==> src/rtl/vend_pkg.sv <==
// Shared definitions for the item-memory arbiter: word field positions,
// vend op encoding, sequencer states and requester identifiers.
package vend_pkg;

  localparam int SOLD_MSB  = 31;
  localparam int SOLD_LSB  = 24;
  localparam int STOCK_MSB = 23;
  localparam int STOCK_LSB = 16;
  localparam int PRICE_MSB = 15;
  localparam int PRICE_LSB = 0;

  localparam logic OP_LOOKUP = 1'b0;
  localparam logic OP_VEND   = 1'b1;

  typedef enum logic [2:0] {
    ST_IDLE,
    ST_CFG_ISSUE,
    ST_CFG_WAIT,
    ST_V_RD,
    ST_V_EVAL,
    ST_V_WR,
    ST_DONE
  } state_t;

  typedef enum logic {
    REQ_CFG  = 1'b0,
    REQ_VEND = 1'b1
  } req_id_t;

endpackage

==> src/rtl/vend_rr_arb2.sv <==
// Two-way round-robin arbiter; the last-grant register only moves when the
// sequencer strobes a grant, so ties alternate between the requesters.
module vend_rr_arb2
  import vend_pkg::*;
(
  input  logic    clk,
  input  logic    rstn,
  input  logic    req_cfg,
  input  logic    req_vend,
  input  logic    grant_stb,
  output logic    grant_valid,
  output req_id_t grant_id
);

  req_id_t last_grant_reg;

  always_ff @(posedge clk or negedge rstn) begin
    if (!rstn) begin
      last_grant_reg <= REQ_VEND;
    end else if (grant_stb && grant_valid) begin
      last_grant_reg <= grant_id;
    end
  end

  always_comb begin
    grant_valid = req_cfg | req_vend;
    grant_id    = REQ_VEND;
    if (req_cfg && req_vend) begin
      grant_id = (last_grant_reg == REQ_VEND) ? REQ_CFG : REQ_VEND;
    end else if (req_cfg) begin
      grant_id = REQ_CFG;
    end
  end

endmodule

==> src/rtl/vend_mem_arbiter.sv <==
// Arbiter/sequencer sharing a single-port item SRAM between the config agent
// and the vending FSM. Optional statistics counters: VEND_ARB_STATS_EN.
module vend_mem_arbiter
  import vend_pkg::*;
#(
  parameter int K = 64,
  parameter int D = $clog2(K)
`ifdef VEND_ARB_STATS_EN
  , parameter int CNT_W = 16
`endif
) (
  input  logic         clk,
  input  logic         rstn,
  input  logic         cfg_req,
  input  logic         cfg_we,
  input  logic [D-1:0] cfg_addr,
  input  logic [31:0]  cfg_wdata,
  output logic         cfg_done,
  output logic [31:0]  cfg_rdata,
  input  logic         vend_req,
  input  logic         vend_op,
  input  logic [D-1:0] vend_addr,
  output logic         vend_done,
  output logic [31:0]  vend_rdata,
  output logic         vend_ok,
  output logic         mem_en,
  output logic         mem_we,
  output logic [D-1:0] mem_addr,
  output logic [31:0]  mem_wdata,
  input  logic [31:0]  mem_rdata,
  output logic         busy
`ifdef VEND_ARB_STATS_EN
  , output logic [CNT_W-1:0] vend_count,
  output logic [CNT_W-1:0] reject_count
`endif
);

  state_t       state_reg, state_next;
  req_id_t      gnt_reg;
  logic         we_reg;
  logic         op_reg;
  logic [D-1:0] addr_reg;
  logic [31:0]  wdata_reg;
  logic [31:0]  cfg_rdata_reg;
  logic [31:0]  vend_rdata_reg;
  logic         vend_ok_reg;

  logic         grant_valid;
  req_id_t      grant_id;
  logic         grant_stb;

  logic [7:0]   rd_stock;
  logic [7:0]   old_sold;
  logic [7:0]   sold_new;
  logic [31:0]  vend_word_new;

  assign grant_stb = (state_reg == ST_IDLE);

  vend_rr_arb2 u_arb (
    .clk         (clk),
    .rstn        (rstn),
    .req_cfg     (cfg_req),
    .req_vend    (vend_req),
    .grant_stb   (grant_stb),
    .grant_valid (grant_valid),
    .grant_id    (grant_id)
  );

  assign rd_stock = mem_rdata[STOCK_MSB:STOCK_LSB];
  assign old_sold = vend_rdata_reg[SOLD_MSB:SOLD_LSB];
  assign sold_new = (old_sold == 8'hFF) ? 8'hFF : old_sold + 8'd1;
  // The write-back is built from the captured pre-update word, so V_WR never
  // depends on the SRAM output that is no longer valid in that cycle.
  assign vend_word_new = {sold_new,
                          vend_rdata_reg[STOCK_MSB:STOCK_LSB] - 8'd1,
                          vend_rdata_reg[PRICE_MSB:PRICE_LSB]};

  always_ff @(posedge clk or negedge rstn) begin
    if (!rstn) begin
      state_reg      <= ST_IDLE;
      gnt_reg        <= REQ_CFG;
      we_reg         <= 1'b0;
      op_reg         <= OP_LOOKUP;
      addr_reg       <= '0;
      wdata_reg      <= '0;
      cfg_rdata_reg  <= '0;
      vend_rdata_reg <= '0;
      vend_ok_reg    <= 1'b0;
    end else begin
      state_reg <= state_next;
      if (state_reg == ST_IDLE && grant_valid) begin
        gnt_reg <= grant_id;
        if (grant_id == REQ_CFG) begin
          we_reg    <= cfg_we;
          addr_reg  <= cfg_addr;
          wdata_reg <= cfg_wdata;
        end else begin
          op_reg   <= vend_op;
          addr_reg <= vend_addr;
        end
      end
      if (state_reg == ST_CFG_WAIT) begin
        cfg_rdata_reg <= mem_rdata;
      end
      if (state_reg == ST_V_EVAL) begin
        vend_rdata_reg <= mem_rdata;
        vend_ok_reg    <= (rd_stock != 8'd0);
      end
    end
  end

  always_comb begin
    state_next = state_reg;
    mem_en     = 1'b0;
    mem_we     = 1'b0;
    mem_addr   = '0;
    mem_wdata  = '0;
    cfg_done   = 1'b0;
    vend_done  = 1'b0;
    case (state_reg)
      ST_IDLE: begin
        if (grant_valid) begin
          state_next = (grant_id == REQ_CFG) ? ST_CFG_ISSUE : ST_V_RD;
        end
      end
      ST_CFG_ISSUE: begin
        mem_en     = 1'b1;
        mem_we     = we_reg;
        mem_addr   = addr_reg;
        mem_wdata  = we_reg ? wdata_reg : '0;
        state_next = we_reg ? ST_DONE : ST_CFG_WAIT;
      end
      ST_CFG_WAIT: state_next = ST_DONE;
      ST_V_RD: begin
        mem_en     = 1'b1;
        mem_addr   = addr_reg;
        state_next = ST_V_EVAL;
      end
      ST_V_EVAL: begin
        state_next = (op_reg == OP_VEND && rd_stock != 8'd0) ? ST_V_WR : ST_DONE;
      end
      ST_V_WR: begin
        mem_en     = 1'b1;
        mem_we     = 1'b1;
        mem_addr   = addr_reg;
        mem_wdata  = vend_word_new;
        state_next = ST_DONE;
      end
      ST_DONE: begin
        cfg_done   = (gnt_reg == REQ_CFG);
        vend_done  = (gnt_reg == REQ_VEND);
        state_next = ST_IDLE;
      end
      default: state_next = ST_IDLE;
    endcase
  end

  assign busy       = (state_reg != ST_IDLE);
  assign cfg_rdata  = cfg_rdata_reg;
  assign vend_rdata = vend_rdata_reg;
  assign vend_ok    = vend_ok_reg;

`ifdef VEND_ARB_STATS_EN
  logic [CNT_W-1:0] vend_count_reg;
  logic [CNT_W-1:0] reject_count_reg;

  always_ff @(posedge clk or negedge rstn) begin
    if (!rstn) begin
      vend_count_reg   <= '0;
      reject_count_reg <= '0;
    end else begin
      if (state_reg == ST_V_WR && vend_count_reg != '1) begin
        vend_count_reg <= vend_count_reg + 1'b1;
      end
      if (state_reg == ST_V_EVAL && op_reg == OP_VEND && rd_stock == 8'd0 &&
          reject_count_reg != '1) begin
        reject_count_reg <= reject_count_reg + 1'b1;
      end
    end
  end

  assign vend_count   = vend_count_reg;
  assign reject_count = reject_count_reg;
`endif

endmodule

==> config.mk <==
export PLATFORM = sky130hd
export DESIGN_NAME = vend_mem_arbiter
export DESIGN_NICKNAME = d
export VERILOG_FILES = /design/src/rtl/vend_pkg.sv /design/src/rtl/vend_rr_arb2.sv /design/src/rtl/vend_mem_arbiter.sv
export SDC_FILE = /design/constraint.sdc
export NUM_CORES = 1
export LEC_CHECK = 0
export ABC_AREA = 1
export ABC_CLOCK_PERIOD_IN_PS = 1150
export BUFFER_PORTS_ARGS = -buffer_cell sky130_fd_sc_hd__clkbuf_2
export CORE_UTILIZATION = 45
export CTS_CLUSTER_SIZE = 28
export DETAILED_ROUTE_END_ITERATION = 12
export PLACE_DENSITY = 0.81
export SLEW_MARGIN = 5
export SYNTH_ARGS = -nofsm -noshare
export SYNTH_HDL_FRONTEND = slang
export SYNTH_SLANG_ARGS = --single-unit
==> constraint.sdc <==
create_clock -name clk -period 1.15 [get_ports clk]
set_input_delay 0.115 -clock clk [delete_from_list [all_inputs] [get_ports clk]]
set_output_delay 0.115 -clock clk [all_outputs]
set_load 0.03 [all_outputs]
==> results of run 1 <==
layout by cell type (no fill, tap or decap), types with 38 or more instances in the layout:
cell type,n
sky130_fd_sc_hd__buf_4,38
sky130_fd_sc_hd__buf_6,56
sky130_fd_sc_hd__clkbuf_2,128
sky130_fd_sc_hd__dfrtp_1,88
sky130_fd_sc_hd__dlygate4sd3_1,77
sky130_fd_sc_hd__inv_1,42
sky130_fd_sc_hd__nand2_1,88
sky130_fd_sc_hd__nand2_2,53
sky130_fd_sc_hd__nand2_4,47
sky130_fd_sc_hd__o21ai_2,44
synthesized netlist by cell type (3+ instances only):
master                       n  area [um2]
sky130_fd_sc_hd__inv_1      48       180.2
sky130_fd_sc_hd__mux2_2     12       135.1
sky130_fd_sc_hd__nand2_1   187       701.9
sky130_fd_sc_hd__clkbuf_1    4       15.01
sky130_fd_sc_hd__o21ai_1     5       25.02
sky130_fd_sc_hd__buf_4       7       52.55
sky130_fd_sc_hd__buf_2      14       70.07
sky130_fd_sc_hd__inv_2       7       26.28
sky130_fd_sc_hd__a21oi_1     5       25.02
sky130_fd_sc_hd__nand3_1    62       310.3
sky130_fd_sc_hd__dfrtp_1   109        2728
sky130_fd_sc_hd__nor2_1     20       75.07
sky130_fd_sc_hd__a22o_1     16       140.1
sky130_fd_sc_hd__buf_6       3       33.78
sky130_fd_sc_hd__o21ai_0    63       315.3
worst paths after layout:
| kind | end | startpoint | slack, ps | depth (start not counted) |
|---|---|---|---|---|
| setup / recovery | mem_wdata[22] | state_reg[1] | -920 | 7 |
| hold reg to reg | addr_reg[5] | addr_reg[5] | 520 | 2 |
| setup reg to reg | wdata_reg[28] | state_reg[2] | -640 | 11 |
| hold / removal | cfg_rdata[24] | mem_rdata[24] | 20 | 2 |
| max in group asynchronous | vend_rdata[19] | rstn | 410 | 3 |
| min in group asynchronous | vend_rdata[27] | rstn | 160 | 2 |
routing by layer:
layer	global-route usage (%)	vias up	share of wire, %
li1	-	2638	-
met1	42.91	3268	31
met2	64.84	832	45
met3	8.475	327	13
met4	21.04	2	11
met5	0	-	0.12
stage by stage:
stage               TNS [ps]  instances  area, um2  hold slack [ps]  power (mW)
finish                -92080       1097      10230            18.89       32.35
global route          -99530       1096      10220            3.347       33.07
CTS                   -61730       1063       8984           0.9845       24.78
global placement      -22860        944       7041            17.77       18.66
floorplan             -13050        583       5490           -180.6       14.70
detailed placement    -28030        944       7041            17.58       19.11
logic make-up (layout without fill, tap and decap cells):
logic type | Yosys count | count (layout) | synth area share (%)
AND/OR/NAND/NOR | 282 | 286 | 23.72
flip-flops | 110 | 110 | 54.67
AO/OA/AOI/OAI | 92 | 92 | 10.66
buffers and inverters | 84 | 453 | 7.600
multiplexers | 12 | 12 | 2.683
adder cells (fa/ha/maj) | 2 | 2 | 0.4967
XOR/XNOR | 1 | 1 | 0.1739
other | 0 | 1 | 0
final cells by class:
class	instances	area, um2	share of cell area (%)
Timing Repair Buffer	381	3689	36.07
Inverter	56	255.2	2.496
Antenna cell	1	2.502	0.02447
Tap cell	140	175.2	1.713
Clock buffer	11	141.4	1.382
Clock inverter	5	43.79	0.4282
Sequential cell	110	2780	27.18
Multi-Input combinational cell	393	3141	30.71
where the power goes:
group / internal (mW) / leakage [nW] / switching, mW
combinational: 9.46 / 3.64 / 12.3
sequential: 5.83 / 1.33 / 2.32
clock: 0.881 / 0.0881 / 1.60
total: 16.2 / 5.06 / 16.2
what timing repair did:
item,in CTS,in global routing
endpoints found under the setup margin,167,185
pin swaps,46,11
hold buffers,77,0
resized for setup,155,333
cloned,11,11
endpoints found under the hold margin,200,0
setup buffers,17,32
==> results by stage, run 1 <==
Clock tree:
- TritonCTS built the clock tree.
- The number of buffers on the longest clock path is 2.
- The number of clock buffers inserted by TritonCTS is 9.
- The depth of the CTS H-tree is 3.
- The library cell used as clock root buffer is sky130_fd_sc_hd__clkbuf_8.
- Clock-pin slew was measured on the worst setup and hold paths at 120 ps.
- For this design, the sink count on the clock tree is 110.
- Clock latency on the worst-skew pair, taken at its later pin, is 410 ps.

Finish:
- The layout cell share with drive strength beyond 1 is 63.28%.
- The end-of-flow core utilization is 93.93%.
- The final net count is 1,035.
- The area growth from synthesis to layout is 103.0%.
- Fill cells in the final layout number 264.

Global route:
- The first global-routing pass estimated 32,640 um of wire.
- The via count of the first global-routing pass was 6,251.
- The initial antenna violation count is 0.
- Entering global routing, the biggest net connects 40 pins.
- For this run the aggregate overflow at the end of global routing stands at 0.
- The aggregate global-route resource usage is 37.60%.

Synthesis:
- The net count of the mapped netlist is 667.
- The number of enable-type register cells in the synthesized netlist is 0.
- The portion of the post-synthesis area used by sequential elements is 54.67%.
- The async set or reset register ratio after synthesis is 100.0%.
- Each instance of the synthesized netlist takes up on average 8.640 um2.
- The number of cells produced by synthesis is 583.
- The Yosys warning count is 0.
- Among all flip-flop cells after synthesis, the most frequent one is sky130_fd_sc_hd__dfrtp_1.
- Yosys mapped the design onto 31 distinct sky130hd cell types.
- The synthesis-stage register bit count is 110.
- The post-synthesis instance area is 5037 um2.

STA:
- The clock arrives with 19.84 ps of skew.
- The count of pins over their slew limit is 0.
- Across all setup checks in the final design, the least slack found is -924.2 ps.
- The maximum clock frequency is 482.1 MHz.
- Setup violations remaining at the end of the flow were counted as 198.
- The worst slew margin relative to its limit is 52.81%.
- The post-route minimum period is 2074 ps.
- The hold violation count in the final report is 0.
- The worst path uses 180.4% of the clock period.
- The pin slew with the least headroom to its limit is 700.4 ps.
- Setup repair after global routing could not meet its margin everywhere.

Run status:
- The checks that failed: setup timing.
- The run finished, with violations left.

Placed design:
- The quantity of I/O buffers inserted on ports is 189.
- The half-perimeter wire length of the detailed placement result is 11,320 um.
- Timing analysis after detailed placement gives a worst setup slack of -315.1 ps.
- The placer congestion estimate is 0.9063.

Critical path:
- The cell type group with the largest total delay on the critical path is simple AND/OR/NAND/NOR gates.
- For the worst setup path, the data required time is 1030 ps.
- Traced cell by cell, the critical path runs through nor2_2 > nand3_2 > clkinv_4 > buf_12 > nand2_1 > o21ai_4 > clkbuf_8.
- The worst stage delay on the critical path is 490 ps.
- The worst setup path category is reg -> out.
- The standard cell with the maximum stage delay on the critical path is sky130_fd_sc_hd__dfrtp_2.
- Data arrives at the worst endpoint at 1960 ps.
- The buffer and inverter count on the worst path is 3.
- STA classifies the critical path endpoint as an output port.
- STA classifies the critical path startpoint as a register.
- In this run the worst path has a maximum fanout of 15.

Power and ir drop:
- Dividing total power by cell area gives a power density of 3163 nW/um2.
- The standby leakage power is 5.058 nW.
- The worst-case IR drop observed on VDD is 2.073 mV.

Route:
- Across all layers, the routed design uses 7,067 vias.
- The post-detailed-route via-to-cell ratio is 6.442.
- The number of routed nets with antenna violations is 0.
- After detailed routing, the number of remaining DRC violations is 0.
- For this run, the detailed router's first-pass iteration total came to 6.
- The violation count after the first detailed-route iteration is 1,037.
- Summed over all layers, the routed wires come to 31,750 um.
- After detailed routing, the average wire length per cell comes to 28.94 um.

Die:
- The region available for standard cell placement spans 10,890 um2.
- The starting density of the core is 46.27%.
- Pin placement for this block handled 190 I/O pins.
- The die is 107.8 um tall.
- The die area is 11,620 um2.
- The floorplan step set the die width to 107.8 um.
- The floorplan has 38 rows.

Job:
- The reported max-cap violation count is 0.

Worst hold path:
- The min-delay analysis places its worst path in the category in -> reg.
Note: power is estimated with default switching activity, not from simulation.
==> run 2: changes to the inputs <==
--- a/config.mk
+++ b/config.mk
@@ -5,13 +5,11 @@
 export SDC_FILE = /design/constraint.sdc
 export NUM_CORES = 1
 export LEC_CHECK = 0
-export ABC_AREA = 1
-export ABC_CLOCK_PERIOD_IN_PS = 1150
 export BUFFER_PORTS_ARGS = -buffer_cell sky130_fd_sc_hd__clkbuf_2
-export CORE_UTILIZATION = 45
+export CORE_UTILIZATION = 44
 export CTS_CLUSTER_SIZE = 28
 export DETAILED_ROUTE_END_ITERATION = 12
-export PLACE_DENSITY = 0.81
+export PLACE_DENSITY = 0.8
 export SLEW_MARGIN = 5
 export SYNTH_ARGS = -nofsm -noshare
 export SYNTH_HDL_FRONTEND = slang
==> run 2 against run 1 <==
- synthesized cell count fell by 37%
- the run now fails in 5_1_grt
- area after synthesis decreased by 4.2%
==> results by stage, run 2 <==
Synthesis:
- The synthesized design spends more area on one cell type than any other, namely sky130_fd_sc_hd__dfrtp_1.
- By instance count, the leading cell after synthesis is sky130_fd_sc_hd__dfrtp_1.
- The post-synthesis instance area was 4823 um2 (-4.2%).
- The net count of the mapped netlist is 454 (-32%).
- The xor-xnor portion of the synthesized cell area is 1.089% (+0.92 points).
- After synthesis, the cell types taking the most area are sky130_fd_sc_hd__dfrtp_1 57%, sky130_fd_sc_hd__mux2_2 22%, sky130_fd_sc_hd__a22o_1 3.1%, sky130_fd_sc_hd__nand2_1 1.8%, sky130_fd_sc_hd__a222oi_1 1.2%.
- The compound-gate portion of the synthesized area is 9.001% (-1.7 points).
- The number of enable-type register cells in the synthesized netlist is 0 (unchanged).
- Among all flip-flop cells after synthesis, the most frequent one is sky130_fd_sc_hd__dfrtp_1.
- The adder and majority gate portion of the synthesized area was 0.5188% (+0.022 points).
- The Yosys warning count is 0 (unchanged).
- The number of cells produced by synthesis is 370 (-37%).
- The post-synthesis average cell area is 13.04 um2 (+51%).
- The portion of netlist area occupied by mux cells is 22.39% (+20 points).
- The async set or reset register ratio after synthesis is 100.0% (unchanged).
- By area, the combinational part of the netlist is dominated by multiplexers.
- The synthesized-area fraction occupied by and/or/nand/nor cells is 6.874% (-17 points).
- The count of distinct cell types in the synthesized netlist came to 40 (+29%).
- The synthesis-stage register bit count was 110 (unchanged).
- The portion of the post-synthesis area used by sequential elements is 57.09% (+2.4 points).
- The area share of the largest cell type after synthesis is 56.55% (+2.4 points).
- After synthesis, the most frequently instantiated cells are 109 x sky130_fd_sc_hd__dfrtp_1, 95 x sky130_fd_sc_hd__mux2_2, 23 x sky130_fd_sc_hd__nand2_1.

Clock tree:
- In this run the clock root is driven by a sky130_fd_sc_hd__clkbuf_8.
- The number of buffers on the longest clock path was 2 (unchanged).
- The number of clock buffers inserted by TritonCTS is 9 (unchanged).
- The TritonCTS sink count came to 110 (unchanged).
- The depth of the CTS H-tree was 3 (unchanged).

Placed design:
- The quantity of I/O buffers inserted on ports is 189 (unchanged).
- The half-perimeter wire length of the detailed placement result is 10,330 um (-8.7%).
- The cell count after placement is 740 (-22%).
- The post-place setup slack is -540.9 ps (-225.8 ps).
- The placer congestion estimate is 0.8417 (-7.1%).

Global route:
- The sum of overflow across all layers after global routing is 2.
- For this run, the total global-route usage over all layers was measured as 66.95%.
- Entering global routing, the biggest net connects 54 pins.
- The initial antenna violation count is 3.

Die:
- The cell row count is 37 (-2.6%).
- The width of the chip is 106.7 um (-1.0%).
- The height of the die is 106.7 um (-1.0%).
- The top-level I/O count was 190 (unchanged).
- The starting density of the core was 46.10% (-0.16 points).

STA:
- After the last repair the worst path ends at an output port.
- The endpoint pin with the least setup slack after global-route repair is mem_wdata[23].

Run status:
- The first error in the log reads "[ERROR GRT-0232] Routing congestion too high. Check the congestion heatmap in the GUI".
- The run stopped with a tool error.
- The terminating stage of the flow is 5_1_grt.
## run 2: cell count changes after synthesis, moves of 8 or more
cell | previous run | this run
sky130_fd_sc_hd__nand2_1 | 187 | 23
sky130_fd_sc_hd__mux2_2 | 12 | 95
sky130_fd_sc_hd__nand3_1 | 62 | 4
sky130_fd_sc_hd__o21ai_0 | 63 | 10
sky130_fd_sc_hd__inv_1 | 48 | 11
sky130_fd_sc_hd__nor2_1 | 20 | 9
sky130_fd_sc_hd__and3_1 | 0 | 8
## run 2: timing repair
action,in CTS
setup endpoints to repair,178
cloned,7
pin swaps,36
endpoints found under the hold margin,206
resized for setup,242
setup buffers,43
hold buffers,78
## run 2: cell families after synthesis
kind of cell,after synthesis
adder cells (fa/ha/maj),2
XOR/XNOR,6
flip-flops,110
multiplexers,96
AND/OR/NAND/NOR,65
AO/OA/AOI/OAI,60
buffers and inverters,31
## run 2: through the flow
step                      instance area (um2)  util (%)  TNS, ps
after floorplan                          5682         -   -41060
after global placement                   7186     68.68   -56490
after detailed placement                 7186     68.68   -59540
after CTS                                9724     92.94   -96310
## run 2: layer usage
metal	GRT usage [%]	overflow
met5	3.810	0
met4	68.69	1
met3	42.43	0
met2	90.37	1
met1	67.35	0
